File: src/rtl/axil_write_arbiter.sv
// Two-master, one-slave AXI4-Lite write arbiter with round-robin grant held until the B handshake.
// Define AXIL_ARB_DECERR_EN to terminate writes outside [ADDR_BASE, ADDR_BASE+ADDR_SIZE) locally with DECERR.
module axil_write_arbiter #(
    parameter logic [31:0] ADDR_BASE = 32'h0000_0000,
    parameter logic [31:0] ADDR_SIZE = 32'h0000_1000
) (
    input  logic        ACLK,
    input  logic        ARESETn,
    input  logic        m0_AWVALID,
    output logic        m0_AWREADY,
    input  logic [31:0] m0_AWADDR,
    input  logic        m0_WVALID,
    output logic        m0_WREADY,
    input  logic [31:0] m0_WDATA,
    input  logic [3:0]  m0_WSTRB,
    output logic        m0_BVALID,
    input  logic        m0_BREADY,
    output logic [1:0]  m0_BRESP,
    input  logic        m1_AWVALID,
    output logic        m1_AWREADY,
    input  logic [31:0] m1_AWADDR,
    input  logic        m1_WVALID,
    output logic        m1_WREADY,
    input  logic [31:0] m1_WDATA,
    input  logic [3:0]  m1_WSTRB,
    output logic        m1_BVALID,
    input  logic        m1_BREADY,
    output logic [1:0]  m1_BRESP,
    output logic        s_AWVALID,
    output logic [31:0] s_AWADDR,
    input  logic        s_AWREADY,
    output logic        s_WVALID,
    output logic [31:0] s_WDATA,
    output logic [3:0]  s_WSTRB,
    input  logic        s_WREADY,
    input  logic        s_BVALID,
    input  logic [1:0]  s_BRESP,
    output logic        s_BREADY
);

    typedef enum logic [1:0] {
        IDLE  = 2'd0,
        XFER  = 2'd1,
`ifdef AXIL_ARB_DECERR_EN
        RESP  = 2'd2,
        LRESP = 2'd3
`else
        RESP  = 2'd2
`endif
    } state_t;

    state_t state, state_nxt;
    logic   grant, grant_nxt;
    logic   prio, prio_nxt;
    logic   aw_done, aw_done_nxt;
    logic   w_done, w_done_nxt;
    logic   aw_hs, w_hs;

    // Signals of whichever master currently holds the grant.
    logic        g_awvalid, g_wvalid, g_bready;
    logic [31:0] g_awaddr, g_wdata;
    logic [3:0]  g_wstrb;
    logic        g_awready, g_wready, g_bvalid;
    logic [1:0]  g_bresp;

    assign g_awvalid = grant ? m1_AWVALID : m0_AWVALID;
    assign g_awaddr  = grant ? m1_AWADDR  : m0_AWADDR;
    assign g_wvalid  = grant ? m1_WVALID  : m0_WVALID;
    assign g_wdata   = grant ? m1_WDATA   : m0_WDATA;
    assign g_wstrb   = grant ? m1_WSTRB   : m0_WSTRB;
    assign g_bready  = grant ? m1_BREADY  : m0_BREADY;

`ifdef AXIL_ARB_DECERR_EN
    logic err, err_nxt;

    // Offset compare avoids overflow of ADDR_BASE + ADDR_SIZE at the top of the map.
    function automatic logic out_of_range(input logic [31:0] addr);
        return (addr < ADDR_BASE) || ((addr - ADDR_BASE) >= ADDR_SIZE);
    endfunction
`else
    logic unused_cfg;
    assign unused_cfg = ^{ADDR_BASE, ADDR_SIZE};
`endif

    always_comb begin
        // NOTE: every signal written here gets a default first, so no path can infer a latch.
        state_nxt   = state;
        grant_nxt   = grant;
        prio_nxt    = prio;
        aw_done_nxt = aw_done;
        w_done_nxt  = w_done;
`ifdef AXIL_ARB_DECERR_EN
        err_nxt     = err;
`endif
        aw_hs       = 1'b0;
        w_hs        = 1'b0;
        s_AWVALID   = 1'b0;
        s_AWADDR    = '0;
        s_WVALID    = 1'b0;
        s_WDATA     = '0;
        s_WSTRB     = '0;
        s_BREADY    = 1'b0;
        g_awready   = 1'b0;
        g_wready    = 1'b0;
        g_bvalid    = 1'b0;
        g_bresp     = 2'b00;

        case (state)
            IDLE: begin
                if (m0_AWVALID || m1_AWVALID) begin
                    grant_nxt   = (m0_AWVALID && m1_AWVALID) ? prio : m1_AWVALID;
                    state_nxt   = XFER;
                    aw_done_nxt = 1'b0;
                    w_done_nxt  = 1'b0;
`ifdef AXIL_ARB_DECERR_EN
                    err_nxt     = out_of_range(grant_nxt ? m1_AWADDR : m0_AWADDR);
`endif
                end
            end
            XFER: begin
`ifdef AXIL_ARB_DECERR_EN
                if (err) begin
                    g_awready = ~aw_done;
                    g_wready  = ~w_done;
                end else begin
`else
                begin
`endif
                    s_AWVALID = g_awvalid & ~aw_done;
                    s_AWADDR  = g_awaddr;
                    s_WVALID  = g_wvalid & ~w_done;
                    s_WDATA   = g_wdata;
                    s_WSTRB   = g_wstrb;
                    g_awready = s_AWREADY & ~aw_done;
                    g_wready  = s_WREADY & ~w_done;
                end
                aw_hs       = g_awvalid & g_awready;
                w_hs        = g_wvalid & g_wready;
                aw_done_nxt = aw_done | aw_hs;
                w_done_nxt  = w_done | w_hs;
                if (aw_done_nxt && w_done_nxt) begin
`ifdef AXIL_ARB_DECERR_EN
                    state_nxt = err ? LRESP : RESP;
`else
                    state_nxt = RESP;
`endif
                end
            end
            RESP: begin
                g_bvalid = s_BVALID;
                g_bresp  = s_BRESP;
                s_BREADY = g_bready;
                if (s_BVALID && g_bready) begin
                    state_nxt = IDLE;
                    prio_nxt  = ~grant;
                end
            end
`ifdef AXIL_ARB_DECERR_EN
            LRESP: begin
                g_bvalid = 1'b1;
                g_bresp  = 2'b11;
                if (g_bready) begin
                    state_nxt = IDLE;
                    prio_nxt  = ~grant;
                end
            end
`endif
            default: state_nxt = IDLE;
        endcase
    end

    // NOTE: reset is sampled on the clock edge only, so it lives inside the clocked branch.
    always_ff @(posedge ACLK) begin
        if (!ARESETn) begin
            state   <= IDLE;
            grant   <= 1'b0;
            prio    <= 1'b0;
            aw_done <= 1'b0;
            w_done  <= 1'b0;
`ifdef AXIL_ARB_DECERR_EN
            err     <= 1'b0;
`endif
        end else begin
            state   <= state_nxt;
            grant   <= grant_nxt;
            prio    <= prio_nxt;
            aw_done <= aw_done_nxt;
            w_done  <= w_done_nxt;
`ifdef AXIL_ARB_DECERR_EN
            err     <= err_nxt;
`endif
        end
    end

    // The non-granted master always sees idle handshakes and OKAY.
    assign m0_AWREADY = ~grant & g_awready;
    assign m1_AWREADY =  grant & g_awready;
    assign m0_WREADY  = ~grant & g_wready;
    assign m1_WREADY  =  grant & g_wready;
    assign m0_BVALID  = ~grant & g_bvalid;
    assign m1_BVALID  =  grant & g_bvalid;
    assign m0_BRESP   = grant ? 2'b00 : g_bresp;
    assign m1_BRESP   = grant ? g_bresp : 2'b00;

endmodule

File: config.mk
export PLATFORM = sky130hd
export DESIGN_NAME = axil_write_arbiter
export DESIGN_NICKNAME = d
export VERILOG_FILES = /design/src/rtl/axil_write_arbiter.sv
export SDC_FILE = /design/constraint.sdc
export NUM_CORES = 1
export LEC_CHECK = 0
export ABC_AREA = 1
export CORE_AREA = 3 3 89 91
export CTS_CLUSTER_SIZE = 10
export DETAILED_ROUTE_END_ITERATION = 16
export DIE_AREA = 0 0 92 94
export PLACE_DENSITY = 0.81
export SLEW_MARGIN = 20
export SYNTH_ARGS = -nofsm -noshare
export SYNTH_HDL_FRONTEND = slang
export SYNTH_SLANG_ARGS = --single-unit
File: constraint.sdc
create_clock -name ACLK -period 2.7 [get_ports ACLK]
set_input_delay 0.54 -clock ACLK [delete_from_list [all_inputs] [get_ports ACLK]]
set_output_delay 0.54 -clock ACLK [all_outputs]
set_load 0.005 [all_outputs]
Yosys cells after proc, flatten, opt, wreduce, memory -nomap -nowiden
Cells that the tools add are included.
{"block": "totals", "reg_bits": 6, "in_bits": 149, "out_inout_bits": 81, "wordCells": 63}
{"block": "classes", "n_eq_ne": 5, "mux": 26, "n_bitwise": 17, "n_reduce_logical": 10}
{"op": "32-bit 2-to-1 mux", "count": 4}
{"op": "1-bit bitwise AND", "count": 12}
{"op": "2-bit 2-to-1 mux", "count": 6}
{"op": "1-bit 2-to-1 mux", "count": 11}
{"op": "4-bit 2-to-1 mux", "count": 2}
{"op": "2-bit inequality test, second input constant", "count": 3}
{"op": "2-bit case mux with 3 select lines", "count": 1}
{"op": "2-bit AND reduction", "count": 3}
{"op": "1-bit case mux with 2 select lines", "count": 2}
{"op": "1-bit logical AND", "count": 3}
{"op": "1-bit inverter", "count": 3}
{"op": "3-bit AND reduction", "count": 1}
{"op": "2-bit by 1-bit equality test with 1-bit output, second input constant", "count": 1}
{"op": "2-bit equality test, second input constant", "count": 1}
{"op": "2-bit zero test", "count": 1}
{"op": "1-bit OR", "count": 2}
{"op": "2-bit nonzero test", "count": 1}
{"op": "1-bit logical OR", "count": 1}

Longest topological paths before layout
Gate-level depths: netlist of the first run.
{"block": "depth", "ltp_word": 7, "mapped_depth": 8, "ltp_nobuf": 8}

Worst setup path after synthesis of the first run
OpenSTA, ideal clock, no wires.
{"block": "synth_path", "path_kind": "reg2out", "from": "register grant", "to": "output s_AWADDR[0]", "arrival_ps": 920, "required_time_ps": 2160, "slack_ps": 1240, "path_stages_with_launch": 6, "n_path_buf": 2, "cell_sequence": "dfxtp_1 inv_2 buf_4 buf_2 nand2_1 a21oi_1"}
{"block": "synth_between", "elab_chain_len": 2}
{"item": "from (decl)", "line": "53", "text": "logic grant, grant_nxt;"}
{"item": "from (signal assigned)", "line": "185", "text": "grant <= grant_nxt;"}
{"item": "32-bit 2-to-1 mux", "line": "67", "text": "assign g_awaddr = grant ? m1_AWADDR : m0_AWADDR;"}
{"item": "32-bit 2-to-1 mux", "line": "108", "text": "case (state)"}
{"item": "to (decl)", "line": "30", "text": "output logic [31:0] s_AWADDR,"}
Every way passes these cells.

Worst setup path in the final report of the first run
{"block": "layout_path", "from": "register grant", "to": "output m1_BRESP[1]"}
{"block": "layout_between", "elab_chain_len": 1}
{"item": "2-bit 2-to-1 mux", "line": "203", "text": "assign m1_BRESP = grant ? g_bresp : 2'b00;"}
{"item": "to (decl)", "line": "28", "text": "output logic [1:0] m1_BRESP,"}
Every way passes these cells.

==> impl_metrics.toml, run 1 <==
[routing]
wl_per_cell_um = 14.3
met2_length_um = 4500
antenna_left = 0
via_per_inst = 4.30
dr.pass1.iters = 4
drt-initial-drc-count = 93
num_vias = 2658
wl_met1_um = 3520
highest_layer = "met4"
met3WireLength_um = 724
drc = 0
wl_um = 8820

[yosys]
synth_cell_types = 17
syn_inst = 304
synth_area_um2 = 1430
yosys_warnings = 0
avgSynthCellArea_um2 = 4.69
ys_seq_elements = 6
syn_nets = 453
ys_seq_area_share_pct = 8.43

[sta]
tightest_slew_ns = 0.516
final_max_slew_viol_count = 0
finalClockSkew_ns = 0.000426
setup_viol = 0
fin_crit_sh_pct = 94.9
fmax_mhz = 390
worst_slack_ns = 0.138
min_period_ns = 2.56
slew_headroom_pct = 65.6
hold_viol_final = 0
setup_tns_ns = 0
rsz0062_at_grt = "false"

[global_route]
antenna_found_initial = 0
grt_max_degree = 78
track_usage_pct = 18.3
grt-ovfl-total = 0
grt_pass1_wl_um = 13000
grt_pass1_vias = 2490

[place]
port_buffers = 229
gp_congestion = 0.834
place_hpwl_um = 6970
pre_cts_ws_ns = 0.280

[critical_path]
timing.rr.start = "grant"
cp.arrival_ns = 2.02
crit_path_end = "m1_BRESP[1]"
rr_worst_depth = 7
path_class = "reg -> out"
r2r-end = "state[0]"
critPathRequiredTime_ns = 2.16
endpoint_kind = "primary output"
r2r_slack_ns = 1.20
crit_path_max_fanout = 34
crit_start = "grant"
start_kind = "flop"

[die]
fp.dieW_um = 92
die_area_um2 = 8650
core_um2 = 7210
pin_count = 230
die_h_um = 94
rows = 31
start_util_pct = 19.8

[cts]
cts_root_buf = "clkbuf_8"
cts.path.max_buffers = 2
cts_buffers = 3
clk_pin_slew_worst_paths_ns = 0.04
ctsHoldBuffers = 0
cts_sinks = 6
htreeDepth = 1
cts_tree = "built"
worstSkewPairLatency_ns = 0.22

[status]
status = "finished clean"

[power]
peakVddDrop_v = 0.000248
powerDensity_nw_per_um2 = 283
leakage_nw = 1.54

[cells_and_area]
final_nets = 670
drive_above_1_share_pct = 3.28
syn_to_final_growth_pct = 169
antenna_cells = 0

[hold_path]
whs_path_depth = 2
hold_class = "reg -> reg"

[flow_run]
cap_violations = 0
-- state kept, by name, summed over array words and instances (netlist names) --
name     flops
state        2
aw_done      1
grant        1
prio         1
w_done       1
-- stage by stage --
| step | area [µm²] | hold slack [ns] | util (%) | cells | total power, mW |
|---|---|---|---|---|---|
| 6_report | 3830 | 0.498 | 53.1 | 618 | 1.08 |
| 5_1_grt | 3830 | 0.574 | 53.1 | 618 | 1.16 |
| 4_1_cts | 3830 | 0.501 | 53.0 | 618 | 1.09 |
| 3_5_place_dp | 3780 | 0.492 | 52.5 | 615 | 0.949 |
| 3_3_place_gp | 3780 | 0.484 | 52.5 | 615 | 0.942 |
| 2_1_floorplan | 1430 | 0.472 | - | 304 | 0.412 |
-- worst min path at each step --
stage / start / to / slack [ns]
final: w_done / w_done / 0.50
after global routing: w_done / w_done / 0.57
after CTS: w_done / w_done / 0.50
after detailed placement: w_done / w_done / 0.49
after global placement: w_done / w_done / 0.48
after floorplan: prio / prio / 0.47
-- per-layer routing --
metal,GRT usage (%),vias to the layer above
met3,4.65,6
met1,21.9,1139
li1,-,1401
met4,2.85,0
met5,0,-
met2,33.6,112
-- layout make-up --
class / instances / area, µm²
fill: 703 / 3390
timing repair buffer: 235 / 2370
multi-input combinational: 260 / 1110
tap: 99 / 124
sequential: 6 / 121
inverter: 15 / 57.6
clock buffer: 3 / 41.3
-- kinds of logic after synthesis --
family                 count (synthesis)  synth area share (%)
AO/OA/AOI/OAI                         76                  27.0
flip-flops                             6                  8.43
AND/OR/NAND/NOR                      184                  50.7
buffers and inverters                 38                  13.8
-- report_power, final --
| part | internal [mW] | switching [mW] |
|---|---|---|
| Sequential | 0.0979 | 0.00981 |
| Clock | 0.0959 | 0.0398 |
| Combinational | 0.499 | 0.341 |
| Total | 0.693 | 0.391 |
-- critical path, cell delays in order, from the launching register on --
cell	delay, ns
dfxtp_2	0.35
clkinv_2	0.42
buf_4	0.34
nor3_2	0.18
clkdlybuf4s50_1	0.52
-- cell usage in the layout, fill, tap and decap left out --
master / n
dfxtp_1: 5
buf_12: 3
a21oi_1: 73
nor3_2: 2
inv_2: 3
nand2_1: 156
clkbuf_8: 3
nand3_1: 8
o22ai_1: 1
nor2_4: 1
buf_4: 3
a31oi_1: 1
inv_1: 11
clkinv_2: 1
o211ai_1: 1
nor2_1: 15
nor3_1: 2
dfxtp_2: 1
clkdlybuf4s50_1: 229
-- repair_timing --
action / CTS / global route
setup buffers: 0 / 0
resized for setup: 0 / 1
endpoints found under the setup margin: 0 / 7
endpoints found under the hold margin: 0 / 0
-- Yosys cell counts, drive strengths merged --
library cell / count / area [µm²]
a31oi: 1 / 6.26
dfxtp: 6 / 120
o211ai: 1 / 7.51
a21oi: 73 / 365
nor2: 16 / 67.6
o22ai: 1 / 6.26
inv: 15 / 56.3
nand3: 8 / 40.0
nor3: 4 / 30.0
nand2: 156 / 586
buf: 22 / 136
clkbuf: 1 / 3.75
Note: power is estimated with default switching activity, not from simulation.
==> inputs of run 2 (changes only) <==
clock period = 3.2 ns   (was 2.7 ns; I/O delays follow)
==> run 2 against run 1 <==
Clock power is 19% lower. Register-to-register slack better by 0.34 ns. Wire length hardly changed. Clock skew is 0.0020 ns higher. Critical path depth is 3 higher. Non-clock buffer count is 1 lower. Core utilization is 0.12 points lower. Count of clock-buffer cells in the layout stayed put. Largest cell class unchanged. Highest routed layer unchanged. Largest power group unchanged.
==> impl_metrics.toml, run 2 (synthesis gave the netlist of run 1 again) <==
[cts]
cts.path.max_buffers = 2
cts_sinks = 6
cts_buffers = 3
cts_root_buf = "clkbuf_8"
postCtsSetupBuffers = 0
clk_pin_slew_worst_paths_ns = 0.04
worstSkewPairLatency_ns = 0.22
cts_tree = "built"
htreeDepth = 1
ctsHoldBuffers = 0
ctsResizeCount = 0

[critical_path]
crit_path_max_fanout = 37
start_kind = "flop"
endpoint_kind = "primary output"
path_class = "reg -> out"
crit_start = "grant"
timing.rr.start = "grant"
cp.arrival_ns = 2.11
critPathRequiredTime_ns = 2.56

[sta]
worst_slack_ns = 0.450
setup_viol = 0
rsz0062_at_grt = "false"
setup_tns_ns = 0
fin_crit_sh_pct = 85.9
min_period_ns = 2.75
hold_viol_final = 0
tightest_slew_ns = 0.650
slew_headroom_pct = 56.6
finalClockSkew_ns = 0.00241
fmax_mhz = 364
final_max_slew_viol_count = 0

[place]
pre_cts_ws_ns = 0.544
dp.cells = 614
place_hpwl_um = 7040
gp_congestion = 0.827
port_buffers = 229

[die]
die_h_um = 94
rows = 31
fp.dieW_um = 92
die_area_um2 = 8650
core_um2 = 7210
start_util_pct = 19.8
pin_count = 230

[hold_path]
hold_class = "reg -> reg"
min_from = "w_done"

[power]
seqPwrFrac_pct = 10.0
peakVddDrop_v = 0.000236
p_clk_share_pct = 12.1
combPwrFrac_pct = 77.9
intPower_mw = 0.583
fin_total_pwr_mw = 0.911
powerDensity_nw_per_um2 = 239
p_sw_share_pct = 36.0
leakage_nw = 1.54
net-switching-power_mw = 0.328

[global_route]
antenna_found_initial = 0
met1_usage_pct = 21.1
grt_pass1_vias = 2529
grtUsageMet3_pct = 5.13
use_met2_pct = 33.0
grt_pass1_wl_um = 12800
busiest_layer = "met2"
grt-ovfl-total = 0
track_usage_pct = 18.2
grt_max_degree = 78

[routing]
dr.pass1.iters = 4
via_per_inst = 4.38
wl_per_cell_um = 14.3
num_vias = 2704
drc = 0
antenna_left = 0
wl_um = 8820
drt-initial-drc-count = 63

[cells_and_area]
drive_above_1_share_pct = 3.09
final_nets = 669
antenna_cells = 0
multiInputGateArea_um2 = 1110
final_cell_mix = "clkdlybuf4s50_1 (229), nand2_1 (156), a21oi_1 (73)"
mostFrequentLayoutCell = "clkdlybuf4s50_1"
largest_reg_flops = 2
top_register = "state"
stdcell_count = 617
fillCellCount = 695
syn_to_final_growth_pct = 168
final_util_pct = 52.9
seq_area_um2 = 121

[status]
status = "finished clean"

[flow_run]
cap_violations = 0
## run 2: changes by cell type in the layout (fill, tap and decap cells not counted), sizes merged
cell    delta
inv        +1
clkinv     -1
buf        -1
## run 2: per-layer routing
layer  vias up  wire, µm
met5         -         0
met4         0       106
met3         8       824
met2       120      4480
met1      1179      3410
li1       1397         -
## run 2: critical path, cell delays in order (launching register included)
cell and delay [ns]:
dfxtp_2 0.33, inv_2 0.48, buf_12 0.26, nand2_1 0.08
nand2_1 0.08, inv_1 0.05, nor2_1 0.09, clkdlybuf4s50_1 0.51
## run 2: path summary, 6_finish.rpt
check	cells after the start	slack (ns)	to
max	7	0.45	s_BREADY
min	2	0.51	w_done
max reg2reg	8	1.54	state[0]
min reg2reg	2	0.51	w_done
## run 2: power groups by stage
stage / Clock [mW] / Sequential, mW / Combinational, mW
2_1_floorplan: 0 / 0.0902 / 0.257
3_3_place_gp: 0 / 0.0915 / 0.702
3_5_place_dp: 0 / 0.0917 / 0.711
4_1_cts: 0.114 / 0.0907 / 0.715
5_1_grt: 0.120 / 0.0916 / 0.765
6_report: 0.110 / 0.0909 / 0.710
## run 2: cell type report
cell class / count / share of cell area (%)
repair buffers: 234 / 62.0
flip-flops and latches: 6 / 3.18
multi-input cells: 260 / 29.0
clock buffers: 3 / 1.08
well taps: 99 / 3.24
inverters: 15 / 1.47
## run 2: through the flow
step	area, µm²	hold slack [ns]
after floorplan	1430	0.472
after global placement	3780	0.483
after detailed placement	3780	0.507
after CTS	3820	0.514
after global routing	3820	0.552
final	3820	0.508
==> inputs of run 3 (changes only) <==
CELL_PAD_IN_SITES_DETAIL_PLACEMENT = 0   (was unset)
CELL_PAD_IN_SITES_GLOBAL_PLACEMENT = 1   (was unset)
CORE_AREA = unset   (was 3 3 89 91)
CORE_ASPECT_RATIO = 0.8   (was unset)
CORE_MARGIN = 3   (was unset)
CORE_UTILIZATION = 12   (was unset)
DIE_AREA = unset   (was 0 0 92 94)
PLACE_DENSITY = 0.93   (was 0.81)
==> run 3 against run 2 <==
Hold slack improved by 0.0041 ns. Clock power rose by 81%. Count of clock-buffer cells in the layout did not move. Core utilization fell by 18 points. Wire length fell by 5.7%. Die area rose by 53%. Design area rose by 2.0%. Via count rose by 1.4%. Highest routed layer unchanged. Register-to-register slack improved by 0.45 ns.
==> impl_metrics.toml, run 3 (synthesis gave the netlist of run 1 again) <==
[status]
status = "finished clean"

[sta]
rsz0062_at_grt = "false"
hold_viol_final = 0
final_max_slew_viol_count = 0
fmax_mhz = 377
slew_headroom_pct = 75.1
min_period_ns = 2.65
worst_slack_ns = 0.547
setup_tns_ns = 0
setup_viol = 0
hold_ws_ns = 0.512
fin_crit_sh_pct = 82.9
finalClockSkew_ns = 0.000608
tightest_slew_ns = 0.373

[die]
pin_count = 230
core_um2 = 11200
die_h_um = 103
start_util_pct = 12.7
fp.dieW_um = 128
die_area_um2 = 13200
rows = 34

[critical_path]
critPathTopFamily = "buffers and inverters"
endpoint_kind = "primary output"
crit_path_max_fanout = 3
path_cells = "clkdlybuf4s50_1 -> inv_1 -> nand2_1 -> nand3_1 -> nor2_1 -> clkdlybuf4s50_1"
critPathRequiredTime_ns = 2.56
cpPeakStageDelay_ns = 0.52
path_class = "in -> out"
slowest_stage = "clkdlybuf4s50_1"
crit_buf_inv = 3
cp.arrival_ns = 2.01
start_kind = "input port"
cp_common_cell = "clkdlybuf4s50_1"

[global_route]
antenna_found_initial = 0
grt_pass1_wl_um = 12100
grt-ovfl-total = 0
grt_max_degree = 72
track_usage_pct = 10.9
grt_pass1_vias = 2436

[routing]
drc = 0
wl_per_cell_um = 12.6
dr.pass1.iters = 6
wl_um = 8320
antenna_left = 0
drt-initial-drc-count = 90
num_vias = 2741
via_per_inst = 4.14

[cells_and_area]
final_util_pct = 34.7
largest_reg_flops = 2
final_nets = 669
syn_to_final_growth_pct = 173
stdcell_count = 662
mostFrequentLayoutCell = "clkdlybuf4s50_1"
top_register = "state"
antenna_cells = 0
drive_above_1_share_pct = 3.09
final_cell_mix = "clkdlybuf4s50_1 (229), nand2_1 (156), a21oi_1 (73)"

[cts]
cts_tree = "built"
ctsResizeCount = 0
cts_root_buf = "clkbuf_16"
postCtsSetupBuffers = 0
ctsHoldBuffers = 0
cts_sinks = 6
clk_pin_slew_worst_paths_ns = 0.03
worstSkewPairLatency_ns = 0.23
cts.path.max_buffers = 2
cts_buffers = 3
htreeDepth = 1

[power]
powerDensity_nw_per_um2 = 254
leakage_nw = 1.55
peakVddDrop_v = 0.000150

[hold_path]
hold_class = "reg -> reg"

[place]
port_buffers = 229
gp_congestion = 0.749
place_hpwl_um = 6830
pre_cts_ws_ns = 0.558
dp.cells = 659

[flow_run]
cap_violations = 0
[run 3: cell counts in the layout (fill, tap and decap cells not counted)]
No cell type changed its count.
[run 3: final timing paths]
check | startpoint | endpoint | slack [ns] | depth (start not counted)
max | m1_AWVALID | s_AWVALID | 0.55 | 6
min | w_done | w_done | 0.51 | 2
min reg2reg | w_done | w_done | 0.51 | 2
max reg2reg | state[1] | state[1] | 1.99 | 6
[run 3: final cells by class]
cell class / instances / area (µm²)
clock buffers: 3 / 75.1
fillers: 1197 / 7330
inverters: 15 / 56.3
multi-input cells: 260 / 1110
flip-flops and latches: 6 / 121
well taps: 144 / 180
repair buffers: 234 / 2350
[run 3: power breakdown]
group | total [mW] | switching [mW] | internal [mW]
clock network | 0.199 | 0.0391 | 0.160
logic | 0.696 | 0.281 | 0.415
registers | 0.0927 | 0.0100 | 0.0827
total | 0.988 | 0.330 | 0.658
[run 3: stage by stage]
step	power, mW	instance area [µm²]
6_report	0.988	3900
5_1_grt	1.06	3900
4_1_cts	1.00	3900
3_5_place_dp	0.794	3820
3_3_place_gp	0.785	3820
2_1_floorplan	0.347	1430
[run 3: layer usage]
| metal | vias to the layer above | track usage [%] | routed length [µm] |
|---|---|---|---|
| li1 | 1396 | - | - |
| met1 | 1218 | 14.1 | 3390 |
| met2 | 123 | 19.4 | 4130 |
| met3 | 4 | 2.57 | 749 |
| met4 | 0 | 1.06 | 45 |
| met5 | - | 0 | 0 |
[run 3: worst register-to-register path, cell delays in order, from the launching register on]
cell and delay, ns:
dfxtp_1 0.45, nor2_4 0.10, inv_2 0.08, buf_12 0.27
nand2_1 0.10, nand2_1 0.06, nor2_1 0.04
